--- src/rtl/handshake_stream_capture_pkg.sv ---
// Shared definitions for the stream capture block.
// Provides the pointer-width and stall-counter-width helpers and the
// saturating increment used by both event counters.
package handshake_stream_capture_pkg;

    // Stall counter is a fixed 8-bit counter so stall_period can span 1..255.
    localparam int STALL_CNT_WIDTH = 8;

    // Ceiling log2 evaluated at elaboration time for parameter sizing.
    function automatic int clog2(input int value);
        int result;
        result = 0;
        while ((1 << result) < value) begin
            result++;
        end
        return result;
    endfunction

    // Read/write pointers carry one extra wrap bit above the address.
    function automatic int ptr_width(input int depth);
        return clog2(depth) + 1;
    endfunction

    // Increment that sticks at the all-ones value of a width-bit counter.
    // Callers widen to 64 bits going in and truncate coming out.
    function automatic logic [63:0] sat_inc(input logic [63:0] value, input int width);
        logic [63:0] max_val;
        max_val = (width >= 64) ? '1 : ((64'd1 << width) - 64'd1);
        return (value >= max_val) ? value : value + 64'd1;
    endfunction

endpackage

--- src/rtl/handshake_capture_fifo.sv ---
// Small power-of-two FIFO buffering accepted tokens for the drain side.
// Ports:
//   clk, rst        clock, synchronous active-low reset (pointers only)
//   push, push_data write one entry (caller guarantees not full)
//   pop             read one entry (caller guarantees not empty)
//   head_data       asynchronous read of the oldest entry
//   full, empty     occupancy flags from the wrap-bit pointer compare
module handshake_capture_fifo
    import handshake_stream_capture_pkg::*;
#(
    parameter int DATA_WIDTH = 32,
    parameter int DEPTH      = 4
) (
    input  logic                  clk,
    input  logic                  rst,
    input  logic                  push,
    input  logic [DATA_WIDTH-1:0] push_data,
    input  logic                  pop,
    output logic [DATA_WIDTH-1:0] head_data,
    output logic                  full,
    output logic                  empty
);

    localparam int PTR_WIDTH  = ptr_width(DEPTH);
    localparam int ADDR_WIDTH = PTR_WIDTH - 1;

    logic [PTR_WIDTH-1:0]  wr_ptr;
    logic [PTR_WIDTH-1:0]  rd_ptr;
    logic [DATA_WIDTH-1:0] mem [DEPTH];

    // Same address with opposite wrap bits means the writer lapped the reader.
    assign full  = (wr_ptr[PTR_WIDTH-1] != rd_ptr[PTR_WIDTH-1]) &&
                   (wr_ptr[ADDR_WIDTH-1:0] == rd_ptr[ADDR_WIDTH-1:0]);
    assign empty = (wr_ptr == rd_ptr);

    assign head_data = mem[rd_ptr[ADDR_WIDTH-1:0]];

    // Pointers advance independently and wrap naturally at 2*DEPTH.
    always_ff @(posedge clk) begin
        if (!rst) begin
            wr_ptr <= '0;
            rd_ptr <= '0;
        end else begin
            if (push) begin
                wr_ptr <= wr_ptr + PTR_WIDTH'(1);
            end
            if (pop) begin
                rd_ptr <= rd_ptr + PTR_WIDTH'(1);
            end
        end
    end

    // Storage is left unreset; only the pointers define valid contents.
    always_ff @(posedge clk) begin
        if (push) begin
            mem[wr_ptr[ADDR_WIDTH-1:0]] <= push_data;
        end
    end

endmodule

--- src/rtl/handshake_stream_capture.sv ---
// Terminal consumer for a valid/ready token stream: buffers tokens in a FIFO
// for a drain-side reader, injects periodic back-pressure stalls, counts
// accepted tokens and checks them against an expected payload.
// Ports:
//   clk, rst                     clock, synchronous active-low reset
//   ins, ins_valid, ins_ready    input token channel
//   drain_data/valid/ready       FIFO read-out channel
//   stall_period                 accepts between one-cycle stalls (0 = off)
//   expect_en, expect_value      token compare enable and reference payload
//   clear                        zero counters, flags and stall counter
//   token_count                  accepted tokens (saturating)
//   mismatch, mismatch_count     sticky compare flag and failure count
//   first_bad                    payload of the first mismatching token
module handshake_stream_capture
    import handshake_stream_capture_pkg::*;
#(
    parameter int DATA_WIDTH = 32,
    parameter int DEPTH      = 4,
    parameter int CNT_WIDTH  = 16
) (
    input  logic                  clk,
    input  logic                  rst,
    input  logic [DATA_WIDTH-1:0] ins,
    input  logic                  ins_valid,
    output logic                  ins_ready,
    output logic [DATA_WIDTH-1:0] drain_data,
    output logic                  drain_valid,
    input  logic                  drain_ready,
    input  logic [7:0]            stall_period,
    input  logic                  expect_en,
    input  logic [DATA_WIDTH-1:0] expect_value,
    input  logic                  clear,
    output logic [CNT_WIDTH-1:0]  token_count,
    output logic                  mismatch,
    output logic [CNT_WIDTH-1:0]  mismatch_count,
    output logic [DATA_WIDTH-1:0] first_bad
);

    logic                       fifo_full;
    logic                       fifo_empty;
    logic                       accept;
    logic                       pop;
    logic                       bad_token;
    logic                       stall_now;
    logic [STALL_CNT_WIDTH-1:0] stall_cnt;
    logic [CNT_WIDTH-1:0]       token_count_inc;
    logic [CNT_WIDTH-1:0]       mismatch_count_inc;

    // Ready comes only from registered state (and reset), so there is no
    // combinational path from ins_valid back to ins_ready.
    assign ins_ready   = !fifo_full && !stall_now && rst;
    assign accept      = ins_valid && ins_ready;
    assign drain_valid = !fifo_empty;
    assign pop         = drain_valid && drain_ready;
    assign bad_token   = accept && expect_en && (ins != expect_value);

    assign token_count_inc    = CNT_WIDTH'(sat_inc(64'(token_count), CNT_WIDTH));
    assign mismatch_count_inc = CNT_WIDTH'(sat_inc(64'(mismatch_count), CNT_WIDTH));

    handshake_capture_fifo #(
        .DATA_WIDTH (DATA_WIDTH),
        .DEPTH      (DEPTH)
    ) u_fifo (
        .clk       (clk),
        .rst       (rst),
        .push      (accept),
        .push_data (ins),
        .pop       (pop),
        .head_data (drain_data),
        .full      (fifo_full),
        .empty     (fifo_empty)
    );

    // Stall injection: an equality compare against the current period, so a
    // period lowered below the running count only fires after the 8-bit wrap.
    always_ff @(posedge clk) begin
        if (!rst) begin
            stall_cnt <= '0;
            stall_now <= 1'b0;
        end else begin
            stall_now <= 1'b0;
            if (clear) begin
                stall_cnt <= '0;
            end else if (accept) begin
                if ((stall_period != 8'd0) && (stall_cnt == stall_period - 8'd1)) begin
                    stall_now <= 1'b1;
                    stall_cnt <= '0;
                end else begin
                    stall_cnt <= stall_cnt + 8'd1;
                end
            end
        end
    end

    // Counters and compare; clear takes priority over a same-cycle accept.
    always_ff @(posedge clk) begin
        if (!rst) begin
            token_count    <= '0;
            mismatch       <= 1'b0;
            mismatch_count <= '0;
            first_bad      <= '0;
        end else if (clear) begin
            token_count    <= '0;
            mismatch       <= 1'b0;
            mismatch_count <= '0;
            first_bad      <= '0;
        end else begin
            if (accept) begin
                token_count <= token_count_inc;
            end
            if (bad_token) begin
                mismatch       <= 1'b1;
                mismatch_count <= mismatch_count_inc;
                if (!mismatch) begin
                    first_bad <= ins;
                end
            end
        end
    end

endmodule

--- config.mk ---
export PLATFORM = sky130hd
export DESIGN_NAME = handshake_stream_capture
export DESIGN_NICKNAME = d
export VERILOG_FILES = /design/src/rtl/handshake_stream_capture_pkg.sv /design/src/rtl/handshake_capture_fifo.sv /design/src/rtl/handshake_stream_capture.sv
export SDC_FILE = /design/constraint.sdc
export NUM_CORES = 1
export LEC_CHECK = 0
export ABC_AREA = 1
export BUFFER_PORTS_ARGS = -buffer_cell sky130_fd_sc_hd__buf_2
export CELL_PAD_IN_SITES_DETAIL_PLACEMENT = 1
export CELL_PAD_IN_SITES_GLOBAL_PLACEMENT = 1
export CORE_UTILIZATION = 40
export CTS_CLUSTER_DIAMETER = 120
export DETAILED_ROUTE_END_ITERATION = 8
export GPL_ROUTABILITY_DRIVEN = 0
export PLACE_DENSITY_LB_ADDON = 0.05
export SLEW_MARGIN = 20
export SYNTH_ARGS = -nofsm -noshare
export SYNTH_HDL_FRONTEND = slang
export SYNTH_HIERARCHICAL = 1
export SYNTH_SLANG_ARGS = --single-unit
--- constraint.sdc ---
create_clock -name clk -period 2.6 [get_ports clk]
set_clock_uncertainty 0.15 [all_clocks]
set_input_delay 0.26 -clock clk [delete_from_list [all_inputs] [get_ports clk]]
set_output_delay 0.26 -clock clk [all_outputs]
set_load 0.05 [all_outputs]
==> flow_summary.toml <==
[status]
status = "complete, no violations"

[placement]
place_area_um2 = 11000
numPortBuffers = 176
dpl.hpwl_um = 17800
dpl_worst_slack_ns = 0.205

[floorplanning]
dieWidth_um = 159
start_util_pct = 40.6
fp.dieH_um = 159
coreArea_um2 = 24200
ios = 177
rows = 57
die_area_um2 = 25200

[power]
p_clk_share_pct = 40.0
switching_power_uw = 2540
combPwrFrac_pct = 18.0
p_leak_uw = 0.00492
irDropWorstVdd_v = 0.000468
pwr-share-seq_pct = 41.9
internal-power_uw = 6130
swShare_pct = 29.3
power_density_nw_per_um2 = 710

[detailed_routing]
vias = 7795
drt_pass1_iterations = 4
wl_met2_um = 13100
wl_met3_um = 1570
drt-initial-drc-count = 345
drt_wl_total_um = 26800
top_layer_used = "met4"
drc = 0
met1Wirelength_um = 11800
vias_per_cell = 4.92
antenna_left = 0
wl_per_cell_um = 16.9

[worst_setup_path]
crit_path_frequent_cell = "nand2_1"
worstPathCellList = "inv_1 -> nand2_1 -> nand2_1 -> nand2_1 -> nor2_1 -> nor3_4 -> nand2_4 -> inv_2 -> nand2_2 -> nor2_2 -> nand2_1 -> a21oi_1 -> o21a_1"
cp_num_buf_inv = 2
end_kind = "flip-flop"
critPathMaxStageDelay_ns = 0.37
cp_max_fo = 13
worstSetupPathType = "reg2reg"
worst_setup_path_start_kind = "flip-flop"
crit_arrival_ns = 2.66
required_ns = 2.89
critPathTopFamily = "simple AND/OR/NAND/NOR gates"
slowest_stage = "dfxtp_1"

[finish]
utilization_pct = 50.4
multi_input_area_um2 = 3520
area_growth_pct = 24.0
layout.nets = 1331
design_area_um2 = 12200
fillers = 2812
layout-drive-gt1-share_pct = 22.6
register_area_um2 = 5490

[clock_tree]
clkTransAtPathRegs_ns = 0.06
cts_setup_buffers = 0
cts_tree = "built"
cts_sinks = 210
root_buffer = "clkbuf_16"
htree_levels = 1
numCtsBuffers = 24
clk_latency_ns = 0.50
ctsLongestPathBuffers = 3

[timing]
finalHoldViolCount = 0
slew_headroom_pct = 39.5
fin_ws_ns = 0.234
tns_ns = 0
post-route-period-util_pct = 91.0
tightest_slew_ns = 0.906
final_max_slew_viol_count = 0
fin_crit_ns = 2.37
rsz0062_at_grt = "no"
fmax_mhz = 423
setup_viol = 0

[global_route]
grt_overflow_total = 0
antenna_found_initial = 1
grt_pass1_vias = 7967
grt_util_all_layers_pct = 21.3
grt_max_degree = 61
grt_pass1_wl_um = 43000

[synth]
syn_inst = 1034
syn_area_um2 = 9850
seq_area_frac_synth_pct = 55.7
synth_warnings = 6
ys_async_sr_fraction_pct = 0
syn_avg_cell_area_um2 = 9.52
syn_nets = 1122
synth_edf_count = 128
synth_flop_cell = "edfxtp_1"
synth_cell_types = 39
ys_ff_latch = 210

[min_path]
worstHoldPathType = "in2reg"

[flow_run]
maxCapViolCount = 0
-- cells by family after synthesis --
| group | Yosys count | share of synthesized area [%] |
|---|---|---|
| flops | 210 | 55.7 |
| xor+xnor | 58 | 5.16 |
| compound gates | 142 | 9.50 |
| simple gates | 435 | 19.7 |
| fa+ha+maj | 10 | 1.27 |
| buf+inv | 178 | 8.55 |
| mux | 1 | 0.102 |
-- worst register-to-register path: stages (launching register included) --
cell     delay (ns)
dfxtp_1        0.37
inv_1          0.11
nand2_1        0.08
nand2_1        0.05
nand2_1        0.09
nor2_1         0.07
nor3_4         0.24
nand2_4        0.14
inv_2          0.17
nand2_2        0.21
nor2_2         0.22
nand2_1        0.10
a21oi_1        0.14
o21a_1         0.16
-- power by group through the flow --
stage | sequential (uW) | combinational [uW] | clock, uW
6_report | 3640 | 1560 | 3470
5_1_grt | 3640 | 1680 | 3680
4_1_cts | 3640 | 1590 | 3550
3_5_place_dp | 3710 | 1540 | 0
3_3_place_gp | 3710 | 1520 | 0
2_1_floorplan | 3730 | 1100 | 0
-- Yosys cell counts, types with 11 or more instances --
master | number | area share, %
a21oi_1 | 59 | 3.0
inv_1 | 125 | 4.8
xnor2_1 | 36 | 3.2
dfxtp_1 | 82 | 17
nand2_2 | 11 | 0.70
nand3_1 | 23 | 1.2
o211ai_1 | 58 | 4.4
nand2_1 | 261 | 9.9
xor2_1 | 22 | 2.0
nor2_1 | 64 | 2.4
nand4_1 | 52 | 3.3
edfxtp_1 | 128 | 39
buf_6 | 15 | 1.7
-- layout make-up --
class                           count  area share (%)
Sequential cell                   210            44.9
Multi-Input combinational cell    646            28.8
Timing Repair Buffer              229            12.0
Clock buffer                       28            5.38
Inverter                          132            4.19
Tap cell                          324            3.32
Clock inverter                     15            1.34
Antenna cell                        1          0.0205
-- cell usage in the layout, fill, tap and decap left out, types with 22 or more instances in the layout --
cell           instances
clkbuf_16             25
nand4_1               52
inv_1                121
o211ai_1              58
a21oi_1               59
nor2_1                64
nand3_1               23
xor2_1                22
xnor2_1               36
buf_2                176
nand2_1              261
edfxtp_1             128
dlygate4sd3_1         34
dfxtp_1               81
-- flip-flops by register name (all words and copies together), names as in the netlist, named ones only --
register,cells
stall_now,1
u_fifo/mem,128
first_bad,32
token_count,16
mismatch,1
u_fifo/wr_ptr,3
stall_cnt,8
u_fifo/rd_ptr,3
mismatch_count,16
-- stage by stage --
step | hold slack [ns] | instances | power [uW]
global route | 0.0774 | 1584 | 9010
global placement | 0.290 | 1507 | 5230
detailed placement | 0.292 | 1507 | 5250
floorplan | 0.182 | 1034 | 4830
CTS | 0.0557 | 1584 | 8780
finish | 0.0676 | 1585 | 8670
-- worst paths after layout --
check | from | slack [ns] | endpoint | cells past startpoint
worst max-delay path | u_fifo/wr_ptr[0]$_SDFFE_PN0P_ | 0.23 | token_count[10]$_SDFFE_PP0P_ | 13
worst min-delay path | ins_valid | 0.07 | stall_cnt[0]$_SDFFE_PP0P_ | 4
worst max register to register | u_fifo/wr_ptr[0]$_SDFFE_PN0P_ | 0.23 | token_count[10]$_SDFFE_PP0P_ | 13
worst min register to register | first_bad[6]$_SDFFE_PP0P_ | 0.31 | first_bad[6]$_SDFFE_PP0P_ | 2
-- repair_timing --
item / 4_1_cts / 5_1_grt
resized for setup: 0 / 0
hold endpoints to repair: 167 / 0
hold buffers: 34 / 0
endpoints found under the setup margin: 0 / 0
-- layer usage --
| metal | global-route usage (%) | vias to the layer above |
|---|---|---|
| li1 | - | 3878 |
| met4 | 4.02 | 0 |
| met2 | 37.7 | 162 |
| met1 | 26.9 | 3725 |
| met3 | 4.49 | 30 |
| met5 | 0 | - |
Power figures use the tool's default switching activity.
